--- config.mk ---
export PLATFORM = sky130hd
export DESIGN_NAME = updown_tick_counter_flat
export DESIGN_NICKNAME = d
export VERILOG_FILES = /design/src/rtl/updown_tick_counter_if.sv /design/src/rtl/updown_tick_counter.sv /design/src/flat_wrapper.sv
export SDC_FILE = /design/constraint.sdc
export NUM_CORES = 1
export LEC_CHECK = 0
export CAP_MARGIN = 20
export CORE_UTILIZATION = 52
export CTS_CLUSTER_SIZE = 28
export DETAILED_ROUTE_END_ITERATION = 8
export PLACE_DENSITY_LB_ADDON = 0.12
export SLEW_MARGIN = 10
export SYNTH_ARGS = -nofsm -noshare
export SYNTH_HDL_FRONTEND = slang
export SYNTH_SLANG_ARGS = --single-unit
--- constraint.sdc ---
create_clock -name clk -period 1.73 [get_ports clk]
set_input_delay 0.173 -clock clk [delete_from_list [all_inputs] [get_ports clk]]
set_output_delay 0.173 -clock clk [all_outputs]
set_load 0.03 [all_outputs]
--- src/rtl/updown_tick_counter_if.sv ---
// Signal bundle between the up/down tick counter and its surroundings:
// switch/load/enable controls in, count and status pulses out.
interface updown_tick_counter_if #(
   parameter int WIDTH = 8
) ();
   logic             en;
   logic             UD;
   logic             load;
   logic [WIDTH-1:0] din;
   logic [WIDTH-1:0] q;
   logic             tick;
   logic             tc;
   logic             dir;

   modport master (
      output en, UD, load, din,
      input  q, tick, tc, dir
   );

   modport slave (
      input  en, UD, load, din,
      output q, tick, tc, dir
   );
endinterface

--- src/rtl/updown_tick_counter.sv ---
// Parametrised up/down counter advanced by a prescaled tick, with a
// debounced direction switch, synchronous load and wrap/saturate limits.
module updown_tick_counter #(
   parameter int WIDTH      = 8,
   parameter int MAX        = 255,
   parameter int CLK_HZ     = 50_000_000,
   parameter int TICK_HZ    = 1,
   parameter bit SAT        = 1'b0,
   parameter int DEB_CYCLES = 1_000_000
) (
   input logic                  clk,
   input logic                  reset,
   updown_tick_counter_if.slave bus
);

   localparam int DIV = CLK_HZ / TICK_HZ;
   localparam int PW  = (DIV > 1) ? $clog2(DIV) : 1;
   localparam int DCW = $clog2(DEB_CYCLES + 1);

   localparam logic [PW-1:0]    PRE_LAST = PW'(DIV - 1);
   localparam logic [DCW-1:0]   DEB_LAST = DCW'(DEB_CYCLES - 1);
   localparam logic [WIDTH-1:0] Q_MAX    = WIDTH'(MAX);

   typedef enum logic {
      STABLE   = 1'b0,
      CHANGING = 1'b1
   } deb_state_t;

   logic [PW-1:0]    pre;
   logic             tick_event;
   logic             tick_q;

   logic             s_meta;
   logic             s_sync;

   deb_state_t       deb_state, deb_state_nxt;
   logic [DCW-1:0]   deb_cnt, deb_cnt_nxt;
   logic             dir_q, dir_nxt;

   logic [WIDTH-1:0] q, q_nxt;
   logic             tc_q, tc_nxt;

   // ---------------------------------------------------------------
   // Prescaler: phase is held while disabled, so a pause only stretches
   // the current period.
   // ---------------------------------------------------------------
   assign tick_event = bus.en && (pre == PRE_LAST);

   // NOTE: sequential state uses non-blocking assignments so every flop
   // samples the pre-edge value of its neighbours, independent of order.
   always_ff @(posedge clk or posedge reset) begin
      if (reset) begin
         pre    <= '0;
         tick_q <= 1'b0;
      end else begin
         tick_q <= tick_event;
         if (tick_event) begin
            pre <= '0;
         end else if (bus.en) begin
            pre <= pre + 1'b1;
         end
      end
   end

   // Two-flop synchroniser for the asynchronous direction switch.
   always_ff @(posedge clk or posedge reset) begin
      if (reset) begin
         s_meta <= 1'b0;
         s_sync <= 1'b0;
      end else begin
         s_meta <= bus.UD;
         s_sync <= s_meta;
      end
   end

   // ---------------------------------------------------------------
   // Debouncer: dir follows s only after s has differed from it for
   // DEB_CYCLES consecutive clocks.
   // ---------------------------------------------------------------
   always_ff @(posedge clk or posedge reset) begin
      if (reset) begin
         deb_state <= STABLE;
         deb_cnt   <= '0;
         dir_q     <= 1'b0;
      end else begin
         deb_state <= deb_state_nxt;
         deb_cnt   <= deb_cnt_nxt;
         dir_q     <= dir_nxt;
      end
   end

   // NOTE: every output of a combinational block gets a default first;
   // a path that leaves one unassigned would infer a latch.
   always_comb begin
      deb_state_nxt = deb_state;
      deb_cnt_nxt   = deb_cnt;
      dir_nxt       = dir_q;
      case (deb_state)
         STABLE: begin
            deb_cnt_nxt = '0;
            if (s_sync != dir_q) begin
               if (deb_cnt == DEB_LAST) begin
                  dir_nxt = s_sync;
               end else begin
                  deb_cnt_nxt   = deb_cnt + 1'b1;
                  deb_state_nxt = CHANGING;
               end
            end
         end
         CHANGING: begin
            if (s_sync == dir_q) begin
               deb_cnt_nxt   = '0;
               deb_state_nxt = STABLE;
            end else if (deb_cnt == DEB_LAST) begin
               dir_nxt       = s_sync;
               deb_cnt_nxt   = '0;
               deb_state_nxt = STABLE;
            end else begin
               deb_cnt_nxt = deb_cnt + 1'b1;
            end
         end
         default: begin
            deb_cnt_nxt   = '0;
            deb_state_nxt = STABLE;
         end
      endcase
   end

   // ---------------------------------------------------------------
   // Count update: load beats tick; limits compare against MAX only.
   // The registered dir is used, so a dir change coinciding with a tick
   // applies from the following tick.
   // ---------------------------------------------------------------
   always_comb begin
      q_nxt  = q;
      tc_nxt = 1'b0;
      if (bus.load) begin
         q_nxt = (bus.din > Q_MAX) ? Q_MAX : bus.din;
      end else if (tick_event) begin
         if (dir_q) begin
            if (q < Q_MAX) begin
               q_nxt = q + 1'b1;
            end else begin
               tc_nxt = 1'b1;
               q_nxt  = SAT ? Q_MAX : '0;
            end
         end else begin
            if (q != '0) begin
               q_nxt = q - 1'b1;
            end else begin
               tc_nxt = 1'b1;
               q_nxt  = SAT ? '0 : Q_MAX;
            end
         end
      end
   end

   always_ff @(posedge clk or posedge reset) begin
      if (reset) begin
         q    <= '0;
         tc_q <= 1'b0;
      end else begin
         q    <= q_nxt;
         tc_q <= tc_nxt;
      end
   end

   assign bus.q    = q;
   assign bus.tick = tick_q;
   assign bus.tc   = tc_q;
   assign bus.dir  = dir_q;

endmodule

--- src/flat_wrapper.sv ---
// flat-port wrapper written by rule: the top's interface ports become plain ports
module updown_tick_counter_flat 
#(
   parameter int WIDTH      = 8,
   parameter int MAX        = 255,
   parameter int CLK_HZ     = 50_000_000,
   parameter int TICK_HZ    = 1,
   parameter bit SAT        = 1'b0,
   parameter int DEB_CYCLES = 1_000_000
)
  (clk, reset, bus_en, bus_UD, bus_load, bus_din, bus_q, bus_tick, bus_tc, bus_dir);
  updown_tick_counter_if #(.WIDTH(WIDTH)) bus_i ();
  input logic clk;
  input logic reset;
  input wire logic [$bits(bus_i.en)-1:0] bus_en;
  input wire logic [$bits(bus_i.UD)-1:0] bus_UD;
  input wire logic [$bits(bus_i.load)-1:0] bus_load;
  input wire logic [$bits(bus_i.din)-1:0] bus_din;
  output wire logic [$bits(bus_i.q)-1:0] bus_q;
  output wire logic [$bits(bus_i.tick)-1:0] bus_tick;
  output wire logic [$bits(bus_i.tc)-1:0] bus_tc;
  output wire logic [$bits(bus_i.dir)-1:0] bus_dir;
  assign bus_i.en = bus_en;
  assign bus_i.UD = bus_UD;
  assign bus_i.load = bus_load;
  assign bus_i.din = bus_din;
  assign bus_q = bus_i.q;
  assign bus_tick = bus_i.tick;
  assign bus_tc = bus_i.tc;
  assign bus_dir = bus_i.dir;
  updown_tick_counter #(.WIDTH(WIDTH), .MAX(MAX), .CLK_HZ(CLK_HZ), .TICK_HZ(TICK_HZ), .SAT(SAT), .DEB_CYCLES(DEB_CYCLES)) u_core (.clk(clk), .reset(reset), .bus(bus_i));
endmodule
==> flow_metrics.tcl <==
set metrics [dict create \
    status "complete, but fails checks" \
    violations "negative setup slack" \
    leakage_nw 1.91 \
    path_max_fanout 12 \
    cp-startpoint "u_core.pre[7]$_DFFE_PP0P_" \
    drc 0 \
    place.port_buffers 23 \
    multi_input_comb_area_um2 1590 \
    hold_class "in -> async" \
    synth_area_um2 3130 \
    regArea_um2 1480 \
    synth_cells 328 \
    area_growth_pct 31.4 \
    ios 24 \
    vias_per_cell 5.47 \
    synthArstFlopShare_pct 100 \
    design_area_um2 4110 \
    period_needed_ps 1810 \
    r2r_end "u_core.bus.q[4]$_DFFE_PP0P_" \
    tritoncts "built" \
    reg2regPathDepth 6 \
    drv_slew 0 \
    fin_cells 482 \
    dp_cells 465 \
    grt.total_usage_pct 23.8 \
    ant_nets 0 \
    finalClockSkew_ps 9.15 \
    coreArea_um2 5640 \
    cts_max_path_buffers 2 \
    gp_congestion 0.827 \
    slowest_delay_ps 440 \
    yosys.area.top_type_share_pct 47.2 \
    path_depth 6 \
    grt_max_degree 60 \
    final_core_util_pct 72.9 \
    yosysWarningCount 0 \
    cp-endpoint "u_core.bus.q[4]$_DFFE_PP0P_" \
    wl_um 6730 \
    synth_ff_type "dfrtp_1" \
    dp_hpwl_um 4590 \
    clock_latency_ps 340 \
    hold_viol 0 \
    rsz0062_at_grt "yes" \
    min_period_over_period_pct 105 \
    num_rows 27 \
    p_total_mw 3.37 \
    slowest_stage "or3_4" \
    fp.dieH_um 79.6 \
    ir_worst_vdd_mv 0.468 \
    die_w_um 79.6 \
    clock_sinks 59 \
    synth_area_leaders "dfrtp_1 (47%), xor2_1 (8.1%), nor2_1 (5.4%)" \
    wl_per_cell_um 14.0 \
    placed_area_um2 3850 \
    grt_pass1_wl_um 11500 \
    setup.worst_path.start_class "flip-flop" \
    path_delay_family "simple AND/OR/NAND/NOR gates" \
    nets 423 \
    cts_root_buffer "clkbuf_8" \
    ys_ff_latch 59 \
    critPathCaptureType "flip-flop" \
    fmax_mhz 551 \
    syn_avg_cell_area_um2 9.54 \
    dr.pass1.iters 4 \
    h-tree-depth 3 \
    finalSetupViolCount 7 \
    fill_cells 425 \
    cp_num_buf_inv 1 \
    clkSlewWorstSetupHoldPaths_ps 70 \
    yosysSeqAreaShare_pct 47.2 \
    grt_pass1_vias 2524 \
    antenna_found_initial 0 \
    synth_top_cell_by_area "dfrtp_1" \
    maxCapViolations 0 \
    required_ps 1950 \
    worst_pin_slew_ps 354 \
    synth_edf_count 0 \
    start_util_pct 55.5 \
    max_slew_margin_pct 76.2 \
    layout-drive-gt1-share_pct 23.4 \
    initialDrtViolationCount 148 \
    fin_ws_ps -84.5 \
    die_area_um2 6330 \
    numCtsBuffers 9 \
    reg2reg_setup_slack_ps -80 \
    path_cells "nor4b_2, nand4_1, or3_4, clkinv_8, a21oi_1, a221o_1" \
    num_antenna_cells 0 \
    syn_nets 346 \
    vias 2638 \
    p_per_area_nw_per_um2 819 \
    crit_arrival_ps 2030 \
    yosysUniqueCellTypes 47 \
    critPathKind "reg -> reg" \
    grt-ovfl-total 0 \
    reg2reg_from "u_core.pre[7]$_DFFE_PP0P_" \
]
==> layout make-up <==
type,count,share of cell area (%)
flip-flops and latches,59,35.9
multi-input cells,242,38.7
clock buffers,11,3.44
well taps,72,2.19
repair buffers,83,17.3
clock inverters,5,1.28
inverters,10,1.22
==> Yosys cell counts (2+ instances only) <==
cell	count
nor2_1	45
a221o_1	2
a32oi_1	3
nand3_1	24
nor4_1	6
clkbuf_1	14
nand4_1	14
inv_1	9
xnor2_1	15
nor4b_1	3
nor3_1	7
and3_1	8
ha_1	5
mux2i_1	3
a21oi_1	7
or2_2	2
o311ai_0	2
xor2_1	29
a211oi_1	3
and4_1	4
a221oi_1	2
o21ai_0	5
nand2b_1	6
dfrtp_1	59
nand4b_1	3
nand2_1	25
or3_1	3
==> logic make-up (layout without fill, tap and decap cells) <==
kind of cell / count (synthesis) / count (layout) / share of synthesized area (%)
and+or+nand+nor: 157 / 157 / 25.9
adders and majority gates: 5 / 5 / 2.00
AOI/OAI and AO/OA: 32 / 32 / 7.31
DFF: 59 / 59 / 47.2
muxes: 4 / 4 / 1.32
xor gates and xnor gates: 44 / 44 / 12.3
buffers and inverters: 27 / 109 / 4.04
==> what timing repair did <==
action / in CTS / in global routing
pin swaps: 0 / 1
endpoints found under the setup margin: 28 / 49
gates resized for setup: 11 / 11
hold buffers: 0 / 0
setup buffers: 0 / 1
==> cells in the final DEF, fill, tap and decap left out, types with 3 or more instances in the layout <==
cell type | netlist | final
buf_4 | 1 | 58
dlymetal6s2s_1 | 0 | 4
mux2i_1 | 3 | 3
a211oi_1 | 3 | 3
and3_1 | 8 | 8
nand2b_1 | 6 | 6
nor4_1 | 6 | 3
dlygate4sd2_1 | 0 | 4
nor2_1 | 45 | 45
nor4_2 | 1 | 3
a32oi_1 | 3 | 3
inv_1 | 9 | 8
clkbuf_8 | 0 | 10
nor3_1 | 7 | 5
clkdlybuf4s50_1 | 0 | 15
a21oi_1 | 7 | 7
nand3_1 | 24 | 24
and4_1 | 4 | 4
o21ai_1 | 0 | 3
nand2_1 | 25 | 24
clkinv_2 | 0 | 3
nand4_1 | 14 | 14
ha_1 | 5 | 3
nand4b_1 | 3 | 3
xor2_1 | 29 | 29
dfrtp_1 | 59 | 57
xnor2_1 | 15 | 15
==> worst min-delay path by stage <==
stage	startpoint	endpoint	slack, ps	cells past startpoint
3_3_place_gp	u_core.s_meta$_DFF_PP0_	u_core.s_sync$_DFF_PP0_	360	0
2_1_floorplan	bus_UD	u_core.s_meta$_DFF_PP0_	200	0
4_1_cts	reset	u_core.deb_cnt[2]$_DFF_PP0_	220	3
3_5_place_dp	u_core.s_meta$_DFF_PP0_	u_core.s_sync$_DFF_PP0_	360	0
6_report	reset	u_core.s_meta$_DFF_PP0_	220	3
5_1_grt	reset	u_core.deb_cnt[6]$_DFF_PP0_	250	3
==> report_power, final <==
part	total [mW]	internal [mW]	switching, mW
logic	0.587	0.296	0.291
registers	1.53	1.47	0.0617
clock network	1.26	0.697	0.558
==> worst register-to-register path: stages, from the launching register on <==
cell	delay, ps
dfrtp_1	400
nor4b_2	290
nand4_1	130
or3_4	440
clkinv_8	100
a21oi_1	70
a221o_1	270
==> registers in the layout (all words and copies together) (netlist names) <==
name and cells:
u_core.s_sync 1, u_core.bus.tc 1, u_core.pre 26, u_core.s_meta 1, u_core.deb_cnt 20, u_core.bus.dir 1
u_core.bus.q 8, u_core.bus.tick 1
==> through the flow <==
step | worst slack [ps] | TNS [ps] | hold WS [ps]
after floorplan | -75.6 | -468 | 204
after global placement | -281 | -5110 | 362
after detailed placement | -302 | -5330 | 365
after CTS | -93.9 | -408 | 224
after global routing | -149 | -1890 | 249
final | -84.5 | -277 | 216
==> metal layers <==
metal	global-route usage (%)	part of all wire [%]
met5	0	0
met4	11.8	1.6
met3	5.03	3.2
met2	37.6	47
met1	31.0	48
(Power assumes the default switching activity.)
